[src/rtl/timer_module.sv]
// One-shot countdown timer: a rising edge on start_timer loads delay, and timer_done
// asserts (sticky) once that many prescaled ticks have elapsed.
module timer_module #(
    parameter int unsigned WIDTH    = 16,
    parameter int unsigned PRESCALE = 1
) (
    input  logic             clk,
    input  logic             reset,
    input  logic             start_timer,
    input  logic [WIDTH-1:0] delay,
    output logic             timer_done,
    output logic             timer_busy,
    output logic [WIDTH-1:0] remaining
);

    localparam int unsigned PsW = (PRESCALE > 1) ? $clog2(PRESCALE) : 1;
    localparam logic [PsW-1:0] PsLast = PsW'(PRESCALE - 1);

    typedef enum logic [1:0] {
        StIdle,
        StRun,
        StDone
    } state_e;

    state_e           state_q, state_d;
    logic [PsW-1:0]   ps_q, ps_d;
    logic [WIDTH-1:0] rem_q, rem_d;
    logic             done_q, done_d;
    logic             busy_q, busy_d;
    logic             start_prev_q, start_prev_d;

    logic start_evt;
    logic tick;

    assign start_evt = start_timer & ~start_prev_q;
    // With PRESCALE=1 the prescaler is stuck at 0, so every clk is a tick.
    assign tick      = (ps_q == PsLast);

    // Next-state logic: start acceptance, prescaling and countdown.
    always_comb begin
        state_d      = state_q;
        ps_d         = ps_q;
        rem_d        = rem_q;
        done_d       = done_q;
        busy_d       = busy_q;
        start_prev_d = start_timer;

        unique case (state_q)
            StIdle, StDone: begin
                if (start_evt) begin
                    ps_d   = '0;
                    done_d = 1'b0;
                    if (delay != '0) begin
                        state_d = StRun;
                        rem_d   = delay;
                        busy_d  = 1'b1;
                    end else begin
                        // Zero delay completes on the accept edge itself.
                        state_d = StDone;
                        done_d  = 1'b1;
                        rem_d   = '0;
                    end
                end
            end
            StRun: begin
                // Start events are ignored while counting.
                if (tick) begin
                    ps_d  = '0;
                    rem_d = rem_q - WIDTH'(1);
                    if (rem_q == WIDTH'(1)) begin
                        state_d = StDone;
                        busy_d  = 1'b0;
                        done_d  = 1'b1;
                    end
                end else begin
                    ps_d = ps_q + PsW'(1);
                end
            end
            default: begin
                state_d = StIdle;
                ps_d    = '0;
                rem_d   = '0;
                done_d  = 1'b0;
                busy_d  = 1'b0;
            end
        endcase
    end

    // State registers with asynchronous active-low reset.
    always_ff @(posedge clk or negedge reset) begin
        if (!reset) begin
            state_q      <= StIdle;
            ps_q         <= '0;
            rem_q        <= '0;
            done_q       <= 1'b0;
            busy_q       <= 1'b0;
            start_prev_q <= 1'b0;
        end else begin
            state_q      <= state_d;
            ps_q         <= ps_d;
            rem_q        <= rem_d;
            done_q       <= done_d;
            busy_q       <= busy_d;
            start_prev_q <= start_prev_d;
        end
    end

    assign timer_done = done_q;
    assign timer_busy = busy_q;
    assign remaining  = rem_q;

endmodule

[config.mk]
export PLATFORM = sky130hd
export DESIGN_NAME = timer_module
export DESIGN_NICKNAME = d
export VERILOG_FILES = /design/src/rtl/timer_module.sv
export SDC_FILE = /design/constraint.sdc
export NUM_CORES = 1
export LEC_CHECK = 0
export BUFFER_PORTS_ARGS = -buffer_cell sky130_fd_sc_hd__buf_4
export CORE_MARGIN = 10
export CORE_UTILIZATION = 54
export CTS_BUF_LIST = sky130_fd_sc_hd__clkbuf_16
export CTS_CLUSTER_DIAMETER = 200
export DETAILED_ROUTE_END_ITERATION = 16
export GPL_TIMING_DRIVEN = 0
export PLACE_DENSITY_LB_ADDON = 0.1
export SLEW_MARGIN = 20
export SYNTH_ARGS = -nofsm -noshare
export SYNTH_HDL_FRONTEND = slang
export SYNTH_SLANG_ARGS = --single-unit
[constraint.sdc]
create_clock -name clk -period 5.63 [get_ports clk]
set_clock_uncertainty 0.2 [all_clocks]
set_input_delay 0.2815 -clock clk [delete_from_list [all_inputs] [get_ports clk]]
set_output_delay 0.2815 -clock clk [all_outputs]
set_load 0.01 [all_outputs]
; ---- Yosys cells after proc, flatten, opt, wreduce, memory -nomap -nowiden
; Cells that the tools add are included.
[classes]
muxes = 22
n_reduce_logical = 6
eq_ne = 7
add_sub_neg = 2
bitwise_logic = 2
[ops]
columns = cell, n
row1 = $mux 16, 3
row2 = $pmux 16 s2, 1
row3 = $eq 16x1->1 const B, 1
row4 = $reduce_bool 16->1, 1
row5 = $sub 16x1->16 const B, 1
row6 = $mux 1, 10
row7 = $mux 2, 4
row8 = $ne 2x2->1 const B, 4
row9 = $pmux 1 s2, 3
row10 = $pmux 2 s2, 1
row11 = $reduce_and 4->1, 1
row12 = $reduce_and 3->1, 1
row13 = $eq 2x1->1 const B, 1
row14 = $eq 2x2->1 const B, 1
row15 = $logic_not 2->1, 1
row16 = $reduce_and 2->1, 1
row17 = $reduce_or 2->1, 1
row18 = $add 1x1->1 const B, 1
row19 = $and 1x1->1, 1
row20 = $not 1->1, 1
[totals]
output_inout_bits = 18
register_bits = 22
inputBits = 19
wordCells = 45

; ---- Depth between registers and ports, before layout
; Gate-level depths: netlist of the first run.
[depth]
ltp_word = 4
mapped_depth = 6
depth_no_buf = 6

; ---- Worst setup path before layout of the first run
; OpenSTA, ideal clock, no wires.
[synth_path]
path_type = reg-to-reg
start = reg rem_q[7], in the netlist remaining[7]
end = reg busy_q, in the netlist timer_busy
slack_ps = 3340
t_required_ps = 5293
stages_incl_launch_ff = 5
setup_ps = 137
period_less_slack_ps = 2290
n_path_buf = 0
arrival_time_ps = 1953
path_cell_list = dfrtp_1 or4_4 or4b_4 nor4b_4 o311ai_1
[synth_via]
elab_chain_cells = 3
[synth_rtl]
columns = item, line_no
row1 = start: declaration, 27  ; logic [WIDTH-1:0] rem_q, rem_d;
row2 = start signal: assignment, 101  ; rem_q <= rem_d;
row3 = $eq 16x1->1, 70  ; if (rem_q == WIDTH'(1)) begin
row4 = $ne 2x2->1 (no source line), n/a
row5 = $reduce_and 4->1 (no source line), n/a
row6 = end signal: assignment, 103  ; busy_q <= busy_d;
row7 = end: declaration, 29  ; logic busy_q, busy_d;
; No other way between the ends.
; A chain may end at the register's enable or synchronous reset.

; ---- Worst setup path in the final report of the first run
[layout_path]
start = reg rem_q[7], in the netlist remaining[7]
end = reg rem_q[14], in the netlist remaining[14]
[layout_via]
elab_chain_cells = 3
[layout_rtl]
columns = item, line_no
row1 = $sub 16x1->16, 69  ; rem_d = rem_q - WIDTH'(1);
row2 = $mux 16, 67  ; if (tick) begin
row3 = $pmux 16 s2, 48  ; unique case (state_q)
; No other way between the ends. The select of a mux whose other input is x is not followed.

==> impl_metrics.toml, run 1 <==
[outcome]
status = "finished, final reports clean"

[cts]
clk_latency_ps = 250
post_cts_buffers = 0
clk_pin_slew_ps = 60
ctsRootBufferMaster = "clkbuf_16"
h-tree-depth = 1
clock_path_buffers = 2
cts_buffers = 3
cts_sinks = 20
cts_tree = "yes"

[route]
vias_per_cell = 6.343
drc = 0
firstDrtPassIters = 4
wl_per_cell_um = 19.18
drtAntennaViolNets = 0
routed-wl-met2_um = 1780
routed_wl_um = 3797
num_vias = 1256
route.met3.wl_um = 413
top_layer = "met4"
m1WireLength_um = 1526
drt_iter0_drc = 60

[timing]
fin_crit_sh = 0.4407
min_period_ps = 2481
max_slew.worst_pin.slew_ps = 684.1
drv_slew = 0
rsz0062_at_grt = "false"
slew_headroom = 0.5423
finalSetupTns_ps = 0
hold_viol_final = 0
setup_viol = 0
setup_ws_ps = 3149
holdWs_ps = 74.42
fmaxAchievable_ghz = 0.4031

[synthesis]
async_reset_ff_frac = 1.000
syn_inst = 128
synth-seq-cells = 20
ys.warnings.count = 0
synth_cell_types = 41
syn_area_um2 = 1220
syn_avg_cell_area_um2 = 9.531
synthesis.nets = 149
synth.yosys.seq_area_share = 0.4103
synth_edf_count = 0
synthFlopType = "dfrtp_1"

[setup_path]
path_cells = "or4_4, nor4b_1, nand4_1, a221o_1"
worst-endpoint-arrival_ps = 2420
worst-path-max-fanout = 7
critPathLaunchType = "register"
cp_slowest_stage_delay_ps = 600
cp_slowest_cell = "nor4b_1"
crit_family = "simple AND/OR/NAND/NOR gates"
cp_num_buf_inv = 0
path_class = "reg2reg"
crit_required_ps = 5570
crit_path_end_kind = "register"

[layout]
final.fill_count = 174
area_growth_pct = 33.13
nets = 192
antenna_cells = 0
drive_above_1_share = 0.2882
fin_area_um2 = 1624

[global_route]
antenna_found_initial = 0
grt_usage = 0.1672
grt_pass1_vias = 1219
grt_overflow_total = 0
grt_pass1_wl_um = 5947
grt_max_degree = 21

[pwr]
power_density_nw_per_um2 = 346.9
power_mw = 0.5634
worst_ir_drop_vdd_uv = 312.4
p_leak_nw = 0.6649

[floorplanning]
die_h_um = 67.53
initial_core_util = 0.5568
die_w_um = 67.53
die_area_um2 = 4560
placementRows = 17
core-area_um2 = 2191
io_pins = 37

[hold_path]
hold_class = "in2reg"

[place]
gp_congestion = 0.9477
port-buffer-count = 36
detailed_place_hpwl_um = 2744
postPlaceCellArea_um2 = 1525
place_ws_ps = 3235

[run]
cap_violations = 0
## per-layer routing
metal	up-vias	GRT usage
met2	72	0.2700
li1	590	-
met1	586	0.1986
met5	-	0
met4	0	0.05897
met3	8	0.06281
## repair_timing
action | in CTS | in global routing
resized for setup | 0 | 0
hold buffers | 2 | 0
endpoints found under the hold margin | 21 | 0
endpoints found under the setup margin | 0 | 0
## synth_stat cells (2+ instances only)
library cell | n | area [um2]
a21oi_1 | 2 | 10.01
a221o_1 | 9 | 90.09
a22oi_1 | 2 | 15.01
a32oi_1 | 2 | 17.52
and2_1 | 2 | 12.51
clkbuf_1 | 6 | 22.52
dfrtp_1 | 20 | 500.5
ha_1 | 2 | 25.02
inv_1 | 4 | 15.01
nand2_1 | 6 | 22.52
nand2b_1 | 2 | 12.51
nand3_1 | 6 | 30.03
nand4_1 | 2 | 12.51
nor2_1 | 6 | 22.52
nor2b_1 | 3 | 18.77
nor3_1 | 8 | 40.04
nor4_1 | 8 | 50.05
o21ai_0 | 8 | 40.04
or3_1 | 4 | 25.02
or4_1 | 2 | 15.01
or4_4 | 3 | 33.78
xnor2_1 | 2 | 17.52
## sequential cells by signal (all words and copies together) (netlist names)
signal,cells
remaining,16
start_prev_q,1
state_q,2
timer_busy,1
## tightest hold or removal path, cell delays in order
cell,delay (ps)
buf_4,90
a32oi_1,50
nand3_1,70
## stage by stage
| stage | utilization | instances |
|---|---|---|
| after floorplan | - | 128 |
| after detailed placement | 0.6962 | 192 |
| final | 0.7413 | 198 |
| after global placement | 0.6962 | 192 |
| after global routing | 0.7413 | 198 |
| after CTS | 0.7413 | 198 |
## layout by cell type (no fill, tap or decap), types with 4 or more instances in the layout
master | Yosys | final
a221o_1 | 9 | 9
buf_4 | 0 | 36
clkbuf_1 | 6 | 6
dfrtp_1 | 20 | 20
inv_1 | 4 | 4
nand2_1 | 6 | 6
nand3_1 | 6 | 6
nor2_1 | 6 | 6
nor3_1 | 8 | 8
nor4_1 | 8 | 8
o21ai_0 | 8 | 8
or3_1 | 4 | 4
## where the power goes
group	total (mW)	switching (mW)	internal (mW)
Combinational	0.186	0.0872	0.0986
Clock	0.148	0.0537	0.0947
Sequential	0.229	0.0519	0.177
## worst paths after layout
kind / cells after the start / startpoint / slack (ps) / end
worst max register to register: 4 / remaining[7] / 3150 / remaining[14]
worst min register to register: 2 / timer_busy / 360 / timer_busy
worst min-delay path: 3 / delay[9] / 70 / remaining[9]
min in group asynchronous: 2 / reset / 250 / state_q[0]
max in group asynchronous: 2 / reset / 4760 / remaining[4]
worst max-delay path: 4 / remaining[7] / 3150 / remaining[14]
## cell type report
class	count	area, um2	share of cell area
Sequential cell	20	500.5	0.3082
Tap cell	28	35.03	0.02157
Multi-Input combinational cell	97	676.9	0.4168
Buffer	7	27.53	0.01695
Timing Repair Buffer	38	290.3	0.1787
Clock inverter	1	3.754	0.002311
Clock buffer	3	75.07	0.04622
Inverter	4	15.01	0.009245
## logic make-up after synthesis
kind of cell | share of synthesized area
compound gates | 0.2082
xor+xnor | 0.01436
fa+ha+maj | 0.02051
buf+inv | 0.03486
flops | 0.4103
simple gates | 0.3118
Note: power is estimated with default switching activity, not from simulation.
==> run 2: changes to the inputs <==
Settings changed: CORE_UTILIZATION 54 to 50.
Clock period 5.63 ns to 2.5 ns, I/O delays scaled along.
==> impl_metrics.toml, run 2 (synthesized netlist as in run 1, its figures left out) <==
[timing]
hold_viol_final = 0
max_slew.worst_pin.slew_ps = 671.5
drv_slew = 0
fin_crit_sh = 0.9663
setup_ws_ps = 84.19
setup_viol = 0
slew_headroom = 0.5507
min_period_ps = 2416
fmaxAchievable_ghz = 0.4139

[route]
routed_wl_um = 4275
wl_per_cell_um = 19.88
num_vias = 1361
vias_per_cell = 6.330
drc = 0
firstDrtPassIters = 5
drtAntennaViolNets = 0
drt_iter0_drc = 140

[setup_path]
worst-path-max-fanout = 8
critPathLaunchType = "register"
cp_slowest_stage_delay_ps = 600
path_cells = "clkbuf_1, or4_4, or4_4, or4_1, nand3_1"
crit_required_ps = 2490
crit_start = "remaining[5]"
path_class = "reg2reg"
crit_top_cell = "or4_4"
crit_path_end_kind = "register"
r2r_start = "remaining[5]"
worst-endpoint-arrival_ps = 2400
cp_slowest_cell = "or4_4"
reg2regPathDepth = 5

[layout]
final_cell_mix = "38 x buf_4, 20 x dfrtp_1, 17 x dlygate4sd3_1"
drive_above_1_share = 0.2941
largest_reg_flops = 16
nets = 209
antenna_cells = 0
final.fill_count = 162
area_growth_pct = 49.03
fin_area_um2 = 1818
final_common_cell = "buf_4"

[cts]
clock_path_buffers = 2
ctsRootBufferMaster = "clkbuf_16"
h-tree-depth = 1
cts_tree = "yes"
clk_pin_slew_ps = 60
cts_sinks = 20
clk_latency_ps = 250
cts_buffers = 3

[hold_path]
hold_class = "in2reg"
holdPathStages = 4
worstHoldStart = "delay[15]"

[outcome]
status = "finished, final reports clean"

[pwr]
worst_ir_drop_vdd_uv = 848.9
p_leak_nw = 0.7391
power_density_nw_per_um2 = 728.1

[floorplanning]
die_w_um = 69.40
io_pins = 37
die_area_um2 = 4816
die_h_um = 69.40
placementRows = 17
initial_core_util = 0.5360
core-area_um2 = 2276

[place]
place_ws_ps = 122.3
gp_congestion = 0.9571
detailed_place_hpwl_um = 2876
port-buffer-count = 36
postPlaceCellArea_um2 = 1525

[global_route]
gr-usage-met2 = 0.2782
grt_usage = 0.1702
grt_overflow_total = 0
grt_use_met3 = 0.04565
grt_use_met1 = 0.2078
antenna_found_initial = 0
grt_max_degree = 21
busiest_layer = "met2"
grt_pass1_vias = 1329
grt_pass1_wl_um = 6879

[run]
cap_violations = 0
## run 2: metrics by stage
step	power (mW)	hold WS (ps)	TNS, ps	utilization	cells
after floorplan	0.7153	-370.6	0	-	128
after global placement	0.9271	-181.1	0	0.6701	192
after detailed placement	0.9354	-175.0	0	0.6701	192
after CTS	1.296	17.60	0	0.7795	213
after global routing	1.396	34.63	-8.860	0.7988	215
final	1.324	20.07	0	0.7988	215
## run 2: per-layer routing
| metal | wire length, um | part of all wire |
|---|---|---|
| met1 | 1799 | 0.42 |
| met2 | 1997 | 0.47 |
| met3 | 407 | 0.095 |
| met4 | 71 | 0.017 |
| met5 | 0 | 0 |
## run 2: final timing paths
kind	to	slack, ps
setup / recovery	remaining[15]	80
hold / removal	remaining[15]	20
setup reg to reg	remaining[15]	80
hold reg to reg	timer_busy	350
max in group asynchronous	remaining[11]	1790
min in group asynchronous	timer_busy	100
## run 2: report_power, final
group / leakage (nW) / internal (mW) / switching (mW)
sequential: 0.224 / 0.399 / 0.126
combinational: 0.476 / 0.241 / 0.218
clock: 0.0385 / 0.213 / 0.127
## run 2: timing repair
item,4_1_cts,5_1_grt
endpoints found under the hold margin,36,0
endpoints found under the setup margin,0,12
hold buffers,17,0
buffers inserted,0,2
gates resized for setup,0,5
## run 2: layout make-up
cell class / instances / area, um2 / share of cell area
clock inverter: 1 / 3.754 / 0.002065
sequential: 20 / 500.5 / 0.2753
tap: 28 / 35.03 / 0.01927
inverter: 4 / 15.01 / 0.008259
timing repair buffer: 55 / 455.4 / 0.2505
clock buffer: 3 / 75.07 / 0.04129
buffer: 7 / 27.53 / 0.01514
multi-input combinational: 97 / 705.7 / 0.3882
## run 2: worst max-delay path, delay by kind of cell, from the launching register on
family	cells	cell delay [ps]
AND/OR/NAND/NOR	4	1570
flip-flops	1	370
buffers and inverters	1	220
